`src/rtl/sram_arbiter.sv`:
```
// Two-port arbiter for the external async SRAM: high-priority read-only display
// fetch port and a read/write text port, with a fixed strobe window plus recovery.
module sram_arbiter #(
  parameter int unsigned ADDR_WIDTH   = 20,
  parameter int unsigned DATA_WIDTH   = 32,
  parameter int unsigned WAIT_CYCLES  = 2,
  parameter int unsigned STARVE_LIMIT = 8
) (
  input  logic                  clk,
  input  logic                  rst,
  input  logic                  disp_req,
  input  logic [ADDR_WIDTH-1:0] disp_addr,
  output logic                  disp_ack,
  output logic [DATA_WIDTH-1:0] disp_rdata,
  output logic                  disp_rvalid,
  input  logic                  text_req,
  input  logic                  text_we,
  input  logic [ADDR_WIDTH-1:0] text_addr,
  input  logic [DATA_WIDTH-1:0] text_wdata,
  output logic                  text_ack,
  output logic [DATA_WIDTH-1:0] text_rdata,
  output logic                  text_rvalid,
  output logic [ADDR_WIDTH-1:0] sram_addr,
  output logic [DATA_WIDTH-1:0] sram_dout,
  input  logic [DATA_WIDTH-1:0] sram_din,
  output logic                  sram_drive,
  output logic                  sram_ce_n,
  output logic                  sram_oe_n,
  output logic                  sram_we_n
);

  localparam int unsigned WCW = (WAIT_CYCLES > 1) ? $clog2(WAIT_CYCLES) : 1;
  localparam int unsigned SCW = $clog2(STARVE_LIMIT + 1);
  localparam logic [WCW-1:0] WAIT_LAST  = WCW'(WAIT_CYCLES - 1);
  localparam logic [SCW-1:0] STARVE_MAX = SCW'(STARVE_LIMIT);

  typedef enum logic [1:0] {
    IDLE,
    ACCESS,
    RECOVER
  } state_t;

  state_t         state;
  logic [WCW-1:0] wait_cnt;
  logic [SCW-1:0] starve_cnt;
  logic           owner_text;
  logic           op_we;
  logic           pick_text;
  logic           pick_disp;

  // Display has priority unless text has been passed over STARVE_LIMIT times.
  always_comb begin
    pick_text = text_req && (!disp_req || (starve_cnt == STARVE_MAX));
    pick_disp = disp_req && !pick_text;
  end

  always_ff @(posedge clk) begin
    if (rst) begin
      state       <= IDLE;
      wait_cnt    <= '0;
      starve_cnt  <= '0;
      owner_text  <= 1'b0;
      op_we       <= 1'b0;
      disp_ack    <= 1'b0;
      disp_rdata  <= '0;
      disp_rvalid <= 1'b0;
      text_ack    <= 1'b0;
      text_rdata  <= '0;
      text_rvalid <= 1'b0;
      sram_addr   <= '0;
      sram_dout   <= '0;
      sram_drive  <= 1'b0;
      sram_ce_n   <= 1'b1;
      sram_oe_n   <= 1'b1;
      sram_we_n   <= 1'b1;
    end else begin
      disp_ack    <= 1'b0;
      text_ack    <= 1'b0;
      disp_rvalid <= 1'b0;
      text_rvalid <= 1'b0;
      case (state)
        IDLE: begin
          sram_drive <= 1'b0;
          sram_ce_n  <= 1'b1;
          sram_oe_n  <= 1'b1;
          sram_we_n  <= 1'b1;
          if (pick_text) begin
            state      <= ACCESS;
            wait_cnt   <= '0;
            owner_text <= 1'b1;
            op_we      <= text_we;
            sram_addr  <= text_addr;
            if (text_we) begin
              sram_dout <= text_wdata;
            end
            text_ack   <= 1'b1;
            starve_cnt <= '0;
            sram_ce_n  <= 1'b0;
            sram_oe_n  <= text_we;
            sram_we_n  <= !text_we;
            sram_drive <= text_we;
          end else if (pick_disp) begin
            state      <= ACCESS;
            wait_cnt   <= '0;
            owner_text <= 1'b0;
            op_we      <= 1'b0;
            sram_addr  <= disp_addr;
            disp_ack   <= 1'b1;
            sram_ce_n  <= 1'b0;
            sram_oe_n  <= 1'b0;
            sram_we_n  <= 1'b1;
            if (!text_req) begin
              starve_cnt <= '0;
            end else if (starve_cnt != STARVE_MAX) begin
              starve_cnt <= starve_cnt + 1'b1;
            end
          end else if (!text_req) begin
            starve_cnt <= '0;
          end
        end
        ACCESS: begin
          if (wait_cnt == WAIT_LAST) begin
            // Strobes rise here; address, data and drive stay put through RECOVER.
            state     <= RECOVER;
            sram_ce_n <= 1'b1;
            sram_oe_n <= 1'b1;
            sram_we_n <= 1'b1;
            if (!op_we) begin
              if (owner_text) begin
                text_rdata  <= sram_din;
                text_rvalid <= 1'b1;
              end else begin
                disp_rdata  <= sram_din;
                disp_rvalid <= 1'b1;
              end
            end
          end else begin
            wait_cnt <= wait_cnt + 1'b1;
          end
        end
        RECOVER: begin
          state      <= IDLE;
          sram_drive <= 1'b0;
        end
        default: begin
          state      <= IDLE;
          sram_drive <= 1'b0;
          sram_ce_n  <= 1'b1;
          sram_oe_n  <= 1'b1;
          sram_we_n  <= 1'b1;
        end
      endcase
    end
  end

endmodule
```
`config.mk`:
```
export PLATFORM = sky130hd
export DESIGN_NAME = sram_arbiter
export DESIGN_NICKNAME = d
export VERILOG_FILES = /design/src/rtl/sram_arbiter.sv
export SDC_FILE = /design/constraint.sdc
export NUM_CORES = 1
export LEC_CHECK = 0
export ABC_AREA = 1
export CAP_MARGIN = 10
export CORE_MARGIN = 2
export CORE_UTILIZATION = 45
export DETAILED_ROUTE_END_ITERATION = 10
export PLACE_DENSITY_LB_ADDON = 0.15
export SYNTH_ARGS = -nofsm -noshare
export SYNTH_HDL_FRONTEND = slang
export SYNTH_SLANG_ARGS = --single-unit
export TNS_END_PERCENT = 20
```
`constraint.sdc`:
```
create_clock -name clk -period 2.6 [get_ports clk]
set_input_delay 0.78 -clock clk [delete_from_list [all_inputs] [get_ports clk]]
set_output_delay 0.78 -clock clk [all_outputs]
set_load 0.02 [all_outputs]
```
## Yosys cells after proc, flatten, opt, wreduce, memory -nomap -nowiden

Index checks and enable logic that the tools add are counted.
W data, S select, Z words.

| word-level totals | value |
|---|---|
| register bits | 133 |
| bits of input ports | 109 |
| output and inout port bits | 124 |
| word-level logic and storage cells | 84 |

| operators by class | value |
|---|---|
| add/subtract/negate cells | 2 |
| equality and inequality tests | 8 |
| mux-type cells | 31 |
| bitwise gates (word level) | 6 |
| reduce and logical (&&, ||, !) cells | 20 |

Operator list:

| operator | count |
|---|---|
| $mux W20 | 2 |
| $mux W4 | 5 |
| $mux W1 | 15 |
| $pmux W1 S3 | 3 |
| $reduce_and A2 Y1 | 4 |
| $reduce_and A4 Y1 | 2 |
| $mux W2 | 3 |
| $ne A3 B1 Y1 const B | 2 |
| $not A1 Y1 | 6 |
| $reduce_and A3 Y1 | 2 |
| $add A4 B1 Y4 const B | 1 |
| $eq A4 B4 Y1 const B | 1 |
| $ne A4 B4 Y1 const B | 1 |
| $pmux W1 S2 | 2 |
| $pmux W2 S2 | 1 |
| $reduce_bool A2 Y1 | 2 |
| $reduce_or A4 Y1 | 1 |
| $logic_not A1 Y1 | 3 |
| $ne A3 B3 Y1 const B | 1 |
| $reduce_or A3 Y1 | 1 |
| $eq A2 B1 Y1 const B | 1 |
| $eq A2 B2 Y1 const B | 1 |
| $logic_and A1 B1 Y1 | 2 |
| $logic_not A2 Y1 | 1 |
| 4 further kinds | 4 |

## Depth between registers and ports, before layout

Gate-level depths: netlist (run 1).

| logic depth | value |
|---|---|
| word-level depth | 8 |
| gate-level depth with buffers | 10 |
| mapped depth without buffers | 9 |

## Worst setup path after synthesis (run 1)

No wires, ideal clock.

| timing path | value |
|---|---|
| path kind | input to register |
| start | input text_req |
| end | register sram_addr[14] |
| library setup time | 0.109 ns |
| data arrival time | 1.538 ns |
| required time | 2.491 ns |
| path slack | 0.953 ns |
| stages | 8 |
| buffers on the path | 2 |
| cells stage by stage | buf_2 > o21ai_2 > inv_2 > buf_4 > nor2_1 > nor2_1 > nand2_1 > inv_1 |

| on the way | value |
|---|---|
| word-level cells in the longest chain between the ends | 5 |
| elaborated cells on any way between the ends | 6 |
| classes of those cells | 1 x mux; 5 x reduce/logical |

RTL lines:

| item | line | text |
|---|---|---|
| start, declared | 16 | `input logic text_req,` |
| $logic_and A1 B1 Y1 (*) | 53 | `pick_text = text_req && (!disp_req \|\| (starve_cnt == STARVE_MAX));` |
| $logic_not A1 Y1 | 54 | `pick_disp = disp_req && !pick_text;` |
| $logic_and A1 B1 Y1 | 54 |  |
| $reduce_bool A2 Y1 (no source line) | n/a |  |
| $reduce_and A2 Y1 (no source line) | n/a |  |
| end signal, assigned | 92 | `sram_addr <= text_addr;` |
| end signal, assigned | 107 | `sram_addr <= disp_addr;` |
| end, declared | 23 | `output logic [ADDR_WIDTH-1:0] sram_addr,` |

Mark *: on every way between the ends. The rest lies on a longest branch, timed or not.
A chain may end at the register's enable or synchronous reset.

## Final worst setup path (run 1)

| timing path | value |
|---|---|
| start | register disp_rdata[30] |
| end | output disp_rdata[30] |

RTL lines:

| item | line | text |
|---|---|---|
| start, declared | 14 | `output logic [DATA_WIDTH-1:0] disp_rdata,` |
| start signal, assigned | 133 | `disp_rdata <= sram_din;` |

No word-level cell between the ends.

==> flow_metrics.env, run 1 <==
export IMPL_clock_insertion_delay_worst_skew_ns=0.41
export IMPL_r2r_slack_ns=0.84
export IMPL_dp_cells=1088
export IMPL_grt_use_total_pct=24.3
export IMPL_diodes=0
export IMPL_num_io_pins=233
export IMPL_ys_async_sr_fraction_pct=0
export IMPL_core_um2=11500
export IMPL_maxCapViolCount=0
export IMPL_cts_sinks=133
export IMPL_grt_max_degree=68
export IMPL_drtIter0Drc=383
export IMPL_synthFlopType="dfxtp_1"
export IMPL_place_congestion=0.853
export IMPL_path_class="flop to output pin"
export IMPL_hpwl_um=10900
export IMPL_synth_top_family_by_area="simple AND/OR/NAND/NOR gates"
export IMPL_status="finished with violations"
export IMPL_power_leakage_nw=3.62
export IMPL_syn_cell_area_um2=5340
export IMPL_synth_area_per_cell_um2=7.14
export IMPL_tightest_slew_ns=0.465
export IMPL_switching_share_pct=24.7
export IMPL_slew_headroom_pct=69.0
export IMPL_first_global_vias=5231
export IMPL_synth_edf_count=0
export IMPL_placedInstanceArea_um2=7720
export IMPL_rsz0062_at_grt="false"
export IMPL_syn_nets=859
export IMPL_die_area_um2=12700
export IMPL_htree_levels=4
export IMPL_ant_nets=0
export IMPL_synthMuxAreaShare_pct=0
export IMPL_synth_commonest_cells="211 x nor2_1, 133 x dfxtp_1, 117 x nand2_1"
export IMPL_numCtsBuffers=17
export IMPL_remaining_drc_errors=16
export IMPL_yosys_area_top_type="dfxtp_1"
export IMPL_cts_hold_buf=0
export IMPL_worstPathCellList="clkdlybuf4s50_1"
export IMPL_ir_worst_vdd_mv=0.394
export IMPL_multi_input_area_um2=2160
export IMPL_startpoint_type="flop"
export IMPL_timing_final_crit_share_pct=84.4
export IMPL_power_frac_clock_pct=44.2
export IMPL_synth_compound_area_share_pct=10.8
export IMPL_crit_family="buffers and inverters"
export IMPL_worst_ep_arrival_time_ns=1.41
export IMPL_cts_tree="done"
export IMPL_ys_types=26
export IMPL_power_density_nw_per_um2=673
export IMPL_yosys_area_top_type_share_pct=49.9
export IMPL_vias=5440
export IMPL_dr_pass1_iters=8
export IMPL_setup_violations=0
export IMPL_wl_per_cell_um=13.9
export IMPL_crit_path_end_kind="output pin"
export IMPL_synthAdderAreaFrac_pct=0.469
export IMPL_clock_skew_ns=0.00818
export IMPL_viasPerCell=4.86
export IMPL_crit_slowest_cell="clkdlybuf4s50_1"
export IMPL_die_w_um=113
export IMPL_overflow=0
export IMPL_dieHeight_um=113
export IMPL_critical_path_n_buffers_inverters=1
export IMPL_grt_pass1_wl_um=24900
export IMPL_antenna_found_initial=0
export IMPL_drv_slew=0
export IMPL_finalSetupTns_ns=0
export IMPL_clockRootBuffer="clkbuf_16"
export IMPL_num_fill_cells=918
export IMPL_synth_xor_area_share_pct=0
export IMPL_combPwrFrac_pct=16.4
export IMPL_min_period_ns=2.19
export IMPL_syn_inst=748
export IMPL_hold_viol_final=0
export IMPL_drive_gt1_share_pct=5.83
export IMPL_critical_path_required_ns=1.82
export IMPL_io_buffers=232
export IMPL_max_freq_ghz=0.456
export IMPL_fin_nets=1075
export IMPL_p_switching_mw=1.39
export IMPL_ys_top_cells_by_area="dfxtp_1 50%, nor2_1 15%, nand2_1 8.2%"
export IMPL_synth_seq_area_share_pct=49.9
export IMPL_final_cells=1120
export IMPL_wirelength_um=15500
export IMPL_cts_resized=0
export IMPL_synthToLayoutAreaGrowth_pct=56.3
export IMPL_seqPwrFrac_pct=39.4
export IMPL_postCtsSetupBuffers=0
export IMPL_critPathMaxFanout=2
export IMPL_yosys_area_share_simple_pct=29.3
export IMPL_initial_core_util_pct=46.3
export IMPL_rows=39
export IMPL_violations="DRC"
export IMPL_hold_class="flop to flop"
export IMPL_yosysWarnings=0
export IMPL_final_seq_area_um2=2660
export IMPL_internal_power_mw=4.22
export IMPL_cpPeakStageDelay_ns=0.66
export IMPL_clock_path_buffers=2
export IMPL_synth_seq_cells=133
export IMPL_clk_pin_slew_ns=0.06
export IMPL_stdcell_area_um2=8340
export IMPL_yosysMostFrequentCell="nor2_1"
final timing paths:
path / startpoint / to / depth (start not counted)
max: disp_rdata[30] / disp_rdata[30] / 1
min: disp_rdata[0] / disp_rdata[0] / 2
max reg2reg: state[1] / text_rdata[22] / 7
min reg2reg: disp_rdata[0] / disp_rdata[0] / 2
placed cells by master (no fill, tap or decap), drive strengths merged:
master,count
clkdlybuf4s50,232
nor2,213
dfxtp,133
nand2,121
o21ai,71
inv,66
nand3,48
a21oi,41
clkbuf,24
buf,12
clkinv,4
bufinv,3
ha,2
clkinvlp,2
nand4,2
a21boi,1
nor3,1
o22ai,1
metrics by stage:
step | power, mW | utilization [%] | worst slack, ns | hold WS [ns]
2_1_floorplan | 2.70 | - | 0.953 | 0.486
3_3_place_gp | 3.15 | 67.0 | 0.365 | 0.448
3_5_place_dp | 3.17 | 67.0 | 0.308 | 0.453
4_1_cts | 5.66 | 72.4 | 0.381 | 0.467
5_1_grt | 5.85 | 72.4 | 0.365 | 0.490
6_report | 5.61 | 72.4 | 0.406 | 0.466
power by group through the flow:
stage / logic, mW / clock network, mW / registers (mW)
after floorplan: 0.333 / 0 / 2.37
after global routing: 1.00 / 2.62 / 2.23
after detailed placement: 0.915 / 0 / 2.25
final: 0.920 / 2.48 / 2.21
after CTS: 0.924 / 2.52 / 2.21
after global placement: 0.897 / 0 / 2.25
sequential cells by signal, indices dropped and copies added (netlist names):
name         cells
disp_rdata      32
sram_dout       32
text_rdata      32
sram_addr       20
starve_cnt       4
state            2
disp_ack         1
disp_rvalid      1
op_we            1
owner_text       1
sram_ce_n        1
sram_drive       1
sram_oe_n        1
sram_we_n        1
text_ack         1
text_rvalid      1
wait_cnt         1
area by class of cell:
cell class,instances,area share (%)
repair buffers,244,29.5
clock inverters,8,1.44
well taps,143,2.14
inverters,67,3.03
flip-flops and latches,133,31.9
multi-input cells,501,25.9
clock buffers,24,6.01
cell families (layout without fill, tap and decap cells):
group           Yosys count  count (layout)
fa+ha+maj                 2               2
simple gates            385             385
flops                   133             133
compound gates          114             114
buf+inv                 114             343
metal layers:
metal | up-vias | share of wire, % | track usage, %
met5 | - | 0 | 0
met4 | 0 | 1.6 | 7.72
met3 | 20 | 8.5 | 8.46
met2 | 211 | 49 | 42.7
met1 | 2458 | 41 | 27.9
li1 | 2751 | - | -
Note: power is estimated with default switching activity, not from simulation.
==> inputs of run 2 (changes only) <==
- CORE_UTILIZATION: 45 -> 42
- clock period: 2.6 -> 2.2 ns (I/O delays scaled with it)
==> run 2 against run 1 <==
The run now ends clean. Setup slack lost 0.29 ns. Clock skew grew 0.0015 ns. Global-route usage shrank 2.9 points. Register-to-register slack lost 0.22 ns. Critical path type unchanged. Critical endpoint is now text_rdata[30].
==> flow_metrics.env, run 2 (same netlist as run 1, synthesis figures left out) <==
export IMPL_status="finished, final reports clean"
export IMPL_cts_tree="done"
export IMPL_first_global_vias=4630
export IMPL_wl_per_cell_um=12.8
export IMPL_io_buffers=232
export IMPL_die_area_um2=13600
export IMPL_top_layer="met4"
export IMPL_critical_path_n_buffers_inverters=1
export IMPL_hold_class="flop to flop"
export IMPL_place_congestion=0.784
export IMPL_cts_sinks=133
export IMPL_remaining_drc_errors=0
export IMPL_power_leakage_nw=3.62
export IMPL_reg2reg_to="sram_dout[15]"
export IMPL_num_io_pins=233
export IMPL_cpPeakStageDelay_ns=0.68
export IMPL_clock_insertion_delay_worst_skew_ns=0.41
export IMPL_timing_final_crit_share_pct=94.6
export IMPL_wirelength_um=14700
export IMPL_setup_violations=0
export IMPL_rows=41
export IMPL_crit_family="buffers and inverters"
export IMPL_met2WireLength_um=6630
export IMPL_clock_skew_ns=0.00971
export IMPL_fin_hold_ws_ns=0.459
export IMPL_startpoint_type="flop"
export IMPL_diodes=0
export IMPL_postCtsSetupBuffers=0
export IMPL_p_total_mw=6.30
export IMPL_r2r_cells=9
export IMPL_htree_levels=4
export IMPL_worstPathCellList="clkdlybuf4s50_1"
export IMPL_tightest_slew_ns=1.01
export IMPL_reg2reg_from="starve_cnt[0]"
export IMPL_clk_pin_slew_ns=0.05
export IMPL_grt_max_degree=68
export IMPL_maxCapViolCount=0
export IMPL_initial_core_util_pct=42.6
export IMPL_crit_slowest_cell="clkdlybuf4s50_1"
export IMPL_finalSetupTns_ns=0
export IMPL_dieHeight_um=117
export IMPL_num_fill_cells=1157
export IMPL_fin_nets=1080
export IMPL_cts_hold_buf=0
export IMPL_max_freq_ghz=0.480
export IMPL_ir_worst_vdd_mv=0.464
export IMPL_crit_path_end_kind="output pin"
export IMPL_reg_top3="disp_rdata x32, sram_dout x32, text_rdata x32"
export IMPL_final_common_cell="clkdlybuf4s50_1"
export IMPL_met1_length_um=6460
export IMPL_r2r_slack_ns=0.62
export IMPL_cts_resized=0
export IMPL_grt_use_total_pct=21.5
export IMPL_slew_headroom_pct=32.4
export IMPL_hpwl_um=10200
export IMPL_ant_nets=0
export IMPL_clockRootBuffer="clkbuf_16"
export IMPL_power_density_nw_per_um2=754
export IMPL_viasPerCell=4.60
export IMPL_path_class="flop to output pin"
export IMPL_core_um2=12500
export IMPL_hold_viol_final=0
export IMPL_min_period_ns=2.08
export IMPL_hold_path_end="disp_rdata[21]"
export IMPL_overflow=0
export IMPL_wl_met3_um=1330
export IMPL_hold_path_cell_count=2
export IMPL_rsz0062_at_grt="false"
export IMPL_critical_path_required_ns=1.54
export IMPL_critPathMaxFanout=2
export IMPL_clock_path_buffers=2
export IMPL_vias=5296
export IMPL_dr_pass1_iters=4
export IMPL_grt_pass1_wl_um=22600
export IMPL_numCtsBuffers=17
export IMPL_synthToLayoutAreaGrowth_pct=56.4
export IMPL_min_from="disp_rdata[21]"
export IMPL_startpoint="text_rdata[30]"
export IMPL_die_w_um=117
export IMPL_drv_slew=0
export IMPL_drtIter0Drc=326
export IMPL_final_cell_mix="232 x clkdlybuf4s50_1, 211 x nor2_1, 133 x dfxtp_1"
export IMPL_worst_ep_arrival_time_ns=1.42
export IMPL_antenna_found_initial=0
export IMPL_drive_gt1_share_pct=5.92
## run 2: worst max-delay path by stage
stage	cells past startpoint	slack, ns	endpoint
4_1_cts	1	0.10	text_rdata[30]
3_5_place_dp	8	0.12	sram_addr[16]
3_3_place_gp	8	0.14	sram_addr[6]
6_report	1	0.12	text_rdata[30]
2_1_floorplan	8	0.67	sram_addr[14]
5_1_grt	1	0.08	text_rdata[30]
## run 2: layout make-up
type,instances,area [um2],share of cell area [%]
clock buffers,24,492,5.89
clock inverters,5,50.0,0.599
inverters,67,253,3.03
multi-input cells,501,2160,25.9
flip-flops and latches,133,2660,31.9
well taps,172,215,2.58
repair buffers,249,2510,30.1
## run 2: routing by layer
layer  global-route usage [%]  up-vias
li1                         -     2771
met1                     26.0     2328
met2                     33.6      171
met3                     9.50       26
met4                     8.47        0
met5                        0        -
## run 2: stage by stage
stage / setup slack (ns) / area (um2) / util (%) / cells
floorplan: 0.673 / 5340 / - / 748
global placement: 0.139 / 7810 / 62.4 / 1122
detailed placement: 0.125 / 7810 / 62.4 / 1122
CTS: 0.103 / 8350 / 66.7 / 1151
global route: 0.0785 / 8350 / 66.7 / 1151
finish: 0.119 / 8350 / 66.7 / 1151
## run 2: power breakdown
group	switching (mW)	total, mW	internal, mW
clock network	0.964	2.61	1.64
logic	0.548	1.08	0.534
registers	0.0677	2.61	2.54
